## config.mk

```make
export PLATFORM = sky130hd
export DESIGN_NAME = mem_access_stage
export DESIGN_NICKNAME = d
export VERILOG_FILES = /design/src/rtl/mem_access_stage.sv
export SDC_FILE = /design/constraint.sdc
export NUM_CORES = 1
export LEC_CHECK = 0
export CELL_PAD_IN_SITES_DETAIL_PLACEMENT = 2
export CELL_PAD_IN_SITES_GLOBAL_PLACEMENT = 2
export CORE_MARGIN = 4
export CORE_UTILIZATION = 23
export CTS_CLUSTER_SIZE = 40
export DETAILED_ROUTE_END_ITERATION = 12
export HOLD_SLACK_MARGIN = 0.02
export PLACE_DENSITY_LB_ADDON = 0.1
export SETUP_SLACK_MARGIN = 0.15
export SYNTH_ARGS = -nofsm -noshare
export SYNTH_HDL_FRONTEND = slang
export SYNTH_SLANG_ARGS = --single-unit
```

## constraint.sdc

```tcl
create_clock -name clk -period 4.5 [get_ports clk]
set_input_delay 0.9 -clock clk [delete_from_list [all_inputs] [get_ports clk]]
set_output_delay 0.9 -clock clk [all_outputs]
set_load 0.01 [all_outputs]
```

## src/rtl/mem_access_stage.sv

```systemverilog
// MEM stage: byte-wide load/store over a req/ack bus with a bounded wait, upstream stall
// and the registered MEM/WB (p4) bundle.
module mem_access_stage #(
  parameter int TIMEOUT = 255
) (
  input  logic        clk,
  input  logic        reset,
  input  logic        MEM_flush,
  input  logic        p3_memRead,
  input  logic        p3_memWrite,
  input  logic        p3_alu_regWrite,
  input  logic        p3_mem_regWrite,
  input  logic [2:0]  p3_alu_rd,
  input  logic [2:0]  p3_mem_rd,
  input  logic [7:0]  p3_mem_reg_rd,
  input  logic [31:0] p3_alu_aluOut,
  input  logic [31:0] p3_mem_address,
  output logic        dmem_req,
  output logic        dmem_we,
  output logic [31:0] dmem_addr,
  output logic [7:0]  dmem_wdata,
  input  logic        dmem_ack,
  input  logic [7:0]  dmem_rdata,
  output logic        mem_stall,
  output logic        p4_alu_regWrite,
  output logic        p4_mem_regWrite,
  output logic [2:0]  p4_alu_rd,
  output logic [2:0]  p4_mem_rd,
  output logic [31:0] p4_alu_aluOut,
  output logic [31:0] p4_mem_data,
  output logic        mem_fault
);

  localparam logic [1:0] IDLE = 2'd0;
  localparam logic [1:0] WAIT = 2'd1;
  localparam logic [1:0] RESP = 2'd2;
  // Last WAIT count before a forced completion; unused when TIMEOUT is 0.
  localparam logic [7:0] TO_LAST = (TIMEOUT == 0) ? 8'd0 : 8'(TIMEOUT - 1);

  logic [1:0]  state_q, state_d;
  logic [7:0]  cnt_q, cnt_d;
  logic        kill_q, kill_d;
  logic        fault_q, fault_d;
  logic        req_q, req_d;
  logic        we_q, we_d;
  logic [31:0] addr_q, addr_d;
  logic [7:0]  wdata_q, wdata_d;
  logic [7:0]  data_q, data_d;
  logic        p4_alu_rw_q, p4_alu_rw_d;
  logic        p4_mem_rw_q, p4_mem_rw_d;
  logic [2:0]  p4_alu_rd_q, p4_alu_rd_d;
  logic [2:0]  p4_mem_rd_q, p4_mem_rd_d;
  logic [31:0] p4_alu_out_q, p4_alu_out_d;
  logic [31:0] p4_mem_data_q, p4_mem_data_d;
  logic        op;
  logic        load_p4;

  assign op = p3_memRead | p3_memWrite;

  always_comb begin
    state_d = state_q;
    cnt_d   = cnt_q;
    kill_d  = kill_q;
    fault_d = fault_q;
    req_d   = req_q;
    we_d    = we_q;
    addr_d  = addr_q;
    wdata_d = wdata_q;
    data_d  = data_q;
    load_p4 = 1'b0;
    case (state_q)
      IDLE: begin
        if (op) begin
          req_d   = 1'b1;
          we_d    = p3_memWrite;
          addr_d  = p3_mem_address;
          wdata_d = p3_mem_reg_rd;
          cnt_d   = 8'd0;
          kill_d  = MEM_flush;
          state_d = WAIT;
        end else begin
          load_p4 = ~MEM_flush;
        end
      end
      WAIT: begin
        if (MEM_flush) kill_d = 1'b1;
        if (dmem_ack) begin
          data_d  = we_q ? 8'd0 : dmem_rdata;
          req_d   = 1'b0;
          state_d = RESP;
        end else if (TIMEOUT != 0 && cnt_q == TO_LAST) begin
          fault_d = 1'b1;
          data_d  = 8'd0;
          req_d   = 1'b0;
          state_d = RESP;
        end else begin
          cnt_d = cnt_q + 8'd1;
        end
      end
      RESP: begin
        load_p4 = ~(kill_q | MEM_flush);
        kill_d  = 1'b0;
        state_d = IDLE;
      end
      default: state_d = IDLE;
    endcase
  end

  // p4 takes the p3 bundle only when the instruction retires from MEM; otherwise a zeroed bubble.
  always_comb begin
    p4_alu_rw_d   = 1'b0;
    p4_mem_rw_d   = 1'b0;
    p4_alu_rd_d   = 3'd0;
    p4_mem_rd_d   = 3'd0;
    p4_alu_out_d  = 32'd0;
    p4_mem_data_d = 32'd0;
    if (load_p4) begin
      p4_alu_rw_d   = p3_alu_regWrite;
      p4_mem_rw_d   = p3_mem_regWrite;
      p4_alu_rd_d   = p3_alu_rd;
      p4_mem_rd_d   = p3_mem_rd;
      p4_alu_out_d  = p3_alu_aluOut;
      p4_mem_data_d = (state_q == RESP) ? {24'd0, data_q} : 32'd0;
    end
  end

  always_ff @(posedge clk) begin
    if (reset) begin
      state_q       <= IDLE;
      cnt_q         <= 8'd0;
      kill_q        <= 1'b0;
      fault_q       <= 1'b0;
      req_q         <= 1'b0;
      we_q          <= 1'b0;
      addr_q        <= 32'd0;
      wdata_q       <= 8'd0;
      data_q        <= 8'd0;
      p4_alu_rw_q   <= 1'b0;
      p4_mem_rw_q   <= 1'b0;
      p4_alu_rd_q   <= 3'd0;
      p4_mem_rd_q   <= 3'd0;
      p4_alu_out_q  <= 32'd0;
      p4_mem_data_q <= 32'd0;
    end else begin
      state_q       <= state_d;
      cnt_q         <= cnt_d;
      kill_q        <= kill_d;
      fault_q       <= fault_d;
      req_q         <= req_d;
      we_q          <= we_d;
      addr_q        <= addr_d;
      wdata_q       <= wdata_d;
      data_q        <= data_d;
      p4_alu_rw_q   <= p4_alu_rw_d;
      p4_mem_rw_q   <= p4_mem_rw_d;
      p4_alu_rd_q   <= p4_alu_rd_d;
      p4_mem_rd_q   <= p4_mem_rd_d;
      p4_alu_out_q  <= p4_alu_out_d;
      p4_mem_data_q <= p4_mem_data_d;
    end
  end

  assign mem_stall       = (state_q == WAIT) || (state_q == IDLE && op);
  assign dmem_req        = req_q;
  assign dmem_we         = we_q;
  assign dmem_addr       = addr_q;
  assign dmem_wdata      = wdata_q;
  assign mem_fault       = fault_q;
  assign p4_alu_regWrite = p4_alu_rw_q;
  assign p4_mem_regWrite = p4_mem_rw_q;
  assign p4_alu_rd       = p4_alu_rd_q;
  assign p4_mem_rd       = p4_mem_rd_q;
  assign p4_alu_aluOut   = p4_alu_out_q;
  assign p4_mem_data     = p4_mem_data_q;

endmodule

```

# == Yosys cells after proc, flatten, opt, wreduce, memory -nomap -nowiden ==
# Index checks and enable logic that the tools add are counted.
# totals
output_inout_bits,116
in_bits,94
regBits,134
# classes
n_eq_ne,8
bitwise,7
addsub,1
muxes,20
n_reduce_logical,15
# ops
op,count
two-way mux 8 bit,6
case mux 8 bit (2 select lines),1
AND reduction 3 bit,3
"adder 8 x 1 -> 8 bit, second input constant",1
"== test 8 bit, second input constant",1
"!= test 2 bit, second input constant",4
two-way mux 1 bit,6
two-way mux 2 bit,3
AND reduction 2 bit,3
inverter 1 bit,5
case mux 1 bit (2 select lines),2
case mux 2 bit (2 select lines),1
AND reduction 4 bit,1
nonzero test 2 bit,2
"!= test 3 bit, second input constant",1
case mux 1 bit (3 select lines),1
nonzero test 3 bit,1
OR reduction 3 bit,1
"== test 2 x 1 -> 1 bit, second input constant",1
"== test 2 bit, second input constant",1
zero test 2 bit,1
bitwise OR 1 bit,2
OR reduction 2 bit,1
logical AND 1 bit,1
logical OR 1 bit,1

# == Longest topological paths before layout ==
# depth
word_depth,5
mapped_depth,8

# == Least setup slack after synthesis ==
# OpenSTA, ideal clock, no wires.
# synth_path
path_type,input to output
from,in p3_memWrite
to,out mem_stall
path_stages,3
t_arrival_ps,1627
required_ps,3600
path_buffers,1
path_slack_ps,1973
path_cell_list,o21ai_1 > clkbuf_1 > nand2_1
# synth_between
elab_chain_len,3
# synth_lines
element,line,source
from (decl),10,"input logic p3_memWrite,"
bitwise OR 1 bit,58,assign op = p3_memRead | p3_memWrite;
logical AND 1 bit,163,assign mem_stall = (state_q == WAIT) || (state_q == IDLE && op);
logical OR 1 bit,163,
to (decl),24,"output logic mem_stall,"
# No other way between the ends.

# == Worst setup path in the final report ==
# Same ends and word-level chain as after synthesis.

==> results by group <==
Critical path
  • Slowest CP cell: clkdlybuf4s50_1
  • Worst-path cell chain: clkdlybuf4s50_1, o21ai_4, nand2_1, clkdlybuf4s50_1
  • Crit path DAT: 2.25 ns
  • Nature of the critical path endpoint: primary output
  • Worst-path maximum fanout: 5
  • Worst path bufs/invs: 2
  • CP top delay family: buffers and inverters
  • Required @ worst endpoint: 3.60 ns
  • Max stage delay on crit path: 0.63 ns
  • Most used cell, CP: clkdlybuf4s50_1
  • Worst setup path class: input pin to primary output
  • Crit path launch type: input pin

Clocking
  • Clock Latency Late Sink: 0.35 ns
  • Post-CTS Setup Bufs: 0
  • Reg clk slew, reported paths: 0.07 ns
  • H-Tree Depth: 3
  • Clock Tree Root: clkbuf_16
  • CTS-repair resized insts: 0
  • Clock Sinks: 110
  • Clock tree from TritonCTS: done
  • CTS Buf Count: 9
  • Hold_buf cts: 0
  • Maximum buffer depth of the clock tree: 2

Drt
  • Initial drt markers: 107
  • WL final: 13.5 mm
  • Vias: 3565
  • DR pass1 iterations: 4
  • Drt via density: 4.33
  • Remaining DRCs: 0
  • Detail Route Antenna Nets: 0
  • Per-cell routed wire length: 16.4 um

STA
  • Slew Limit Fails: 0
  • Fin. Hold Viols: 0
  • Setup ws final: 1.35 ns
  • Fmax: 317 MHz
  • Final period util: 0.700
  • Final setup viols: 0
  • RSZ-0062 raised after global routing: no
  • Post-layout min period: 3.15 ns
  • Slew HR: 0.527
  • Slew at the pin closest to its max-slew limit: 0.702 ns
  • Final Skew: 0.00500 ns
  • Setup TNS Final: 0 ns

Layout
  • Commonest non-fill, non-tap cell in the layout: clkdlybuf4s50_1
  • Most frequent cells in the layout: clkdlybuf4s50_1, dfxtp_1, nand2_1
  • Reg area: 2200 um^2
  • # fillers: 1831
  • Diodes inserted: 0
  • Multi-input logic area: 1530 um^2
  • Layout cells sized above 1: 0.0481
  • Fin util: 0.372
  • Final nets: 698
  • Area growth, synth to finish: 57.9%

Synth
  • Mapped Cells: 419
  • Post-synth top area cell: dfxtp_1
  • Synth top area cells: dfxtp_1, nand2_1, and2_1
  • Share of the synthesized area in the top cell type: 0.561
  • Post-synth EDFFs: 0
  • Main synth FF type: dfxtp_1
  • Post-synth ARST share: 0
  • Post-synthesis cell type count: 43
  • Seq/Total Area, Yosys: 0.561
  • Yosys warnings: 0
  • Synth Register Bits: 110
  • Post-Syn Area: 3920 um^2
  • Post-Syn Area per Cell: 9.36 um^2

Floorplan
  • Die area: 19200 um^2
  • Initial core utilization: 0.236
  • Rows: 47
  • Placeable Area: 16600 um^2
  • Die width: 139 um
  • Die Y: 139 um
  • Top Ports: 210

GRT
  • Initial antenna violation count: 0
  • Overall Global Routing Usage: 0.139
  • Largest net degree at the start of global routing: 49
  • Gr ovfl total: 0
  • First-pass GRT wire length: 21.3 mm
  • Vias in the first global route: 3798

Placed design
  • Setup WS pre-CTS: 1.35 ns
  • Gpl congestion: 0.721
  • Buffers added on ports: 185
  • Post-DP HPWL: 10.0 mm

Power and ir drop
  • Power Dens Cells: 367 nW/um^2
  • Max VDD drop: 0.181 mV
  • Pwr Total: 2270 uW
  • Leakage: 0.00241 uW

Min path
  • Hold WC Path Type: flip-flop to flip-flop

Flow run
  • Maxcap violations: 0

Run status
  • Status: complete, no violations
-- worst reg2reg max path: stages (launching register included) --
cell	delay (ns)
dfxtp_1	0.34
inv_1	0.11
ha_1	0.37
nor3b_4	0.50
a21oi_1	0.13
nor3_4	0.12
buf_4	0.37
and3_1	0.22
-- sequential cells by signal (all words and copies together) (netlist names) --
signal / count
data_q: 8
cnt_q: 8
p4_mem_data: 8
state_q: 2
dmem_req: 1
p4_mem_rd: 3
kill_q: 1
p4_alu_rd: 3
dmem_addr: 32
dmem_we: 1
p4_mem_regWrite: 1
mem_fault: 1
p4_alu_regWrite: 1
p4_alu_aluOut: 32
dmem_wdata: 8
-- logic make-up (layout without fill, tap and decap cells) --
kind of cell / Yosys count / after routing / synth area share
buf+inv: 50 / 211 / 0.0759
other cells: 1 / 24 / 0.000956
simple gates: 168 / 168 / 0.210
fa+ha+maj: 6 / 6 / 0.0191
compound gates: 84 / 84 / 0.133
flops: 110 / 110 / 0.561
-- metal layers --
layer / vias to the layer above / global-route usage / wire length [um]
met3: 16 / 0.0579 / 1200
li1: 1702 / - / -
met1: 1697 / 0.173 / 6050
met2: 150 / 0.217 / 6020
met4: 0 / 0.0515 / 243
met5: - / 0 / 0
-- power by group --
group / internal, uW / leakage, uW / switching [uW]
clock: 399 / 0.000137 / 387
combinational: 213 / 0.00137 / 214
sequential: 1030 / 0.000897 / 28.8
-- Yosys cell counts, types with 3 or more instances --
cell type and n:
o21ai_0 4, and3_1 9, inv_1 6, nor3_1 5, nand2_1 91, dfxtp_1 110, nor2_1 7, buf_4 25
nand3_1 3, ha_1 6, and2_1 40, nand4_1 3, a21oi_1 48, clkbuf_1 14, a31oi_1 4, a22o_1 9
-- layout make-up --
cell class | instances | area share
Clock buffer | 10 | 0.0386
Clock inverter | 6 | 0.00848
Inverter | 6 | 0.00364
Multi-Input combinational cell | 282 | 0.246
Sequential cell | 110 | 0.355
Tap cell | 220 | 0.0444
Timing Repair Buffer | 189 | 0.303
-- path summary, 6_finish.rpt --
path                            slack, ns  cells past startpoint              to          start
worst min-delay path                 0.46                      2   dmem_wdata[2]  dmem_wdata[2]
worst min register to register       0.46                      2   dmem_wdata[2]  dmem_wdata[2]
worst max-delay path                 1.35                      4       mem_stall    p3_memWrite
worst max register to register       2.28                      7  p4_mem_data[4]     state_q[0]
-- metrics by stage --
stage / std cells / hold WS (ns) / cell area (um^2)
2_1_floorplan: 442 / 0.441 / 4010
3_3_place_gp: 807 / 0.442 / 5900
3_5_place_dp: 807 / 0.452 / 5900
4_1_cts: 823 / 0.462 / 6190
5_1_grt: 823 / 0.482 / 6190
6_report: 823 / 0.461 / 6190
(Power assumes the default switching activity.)
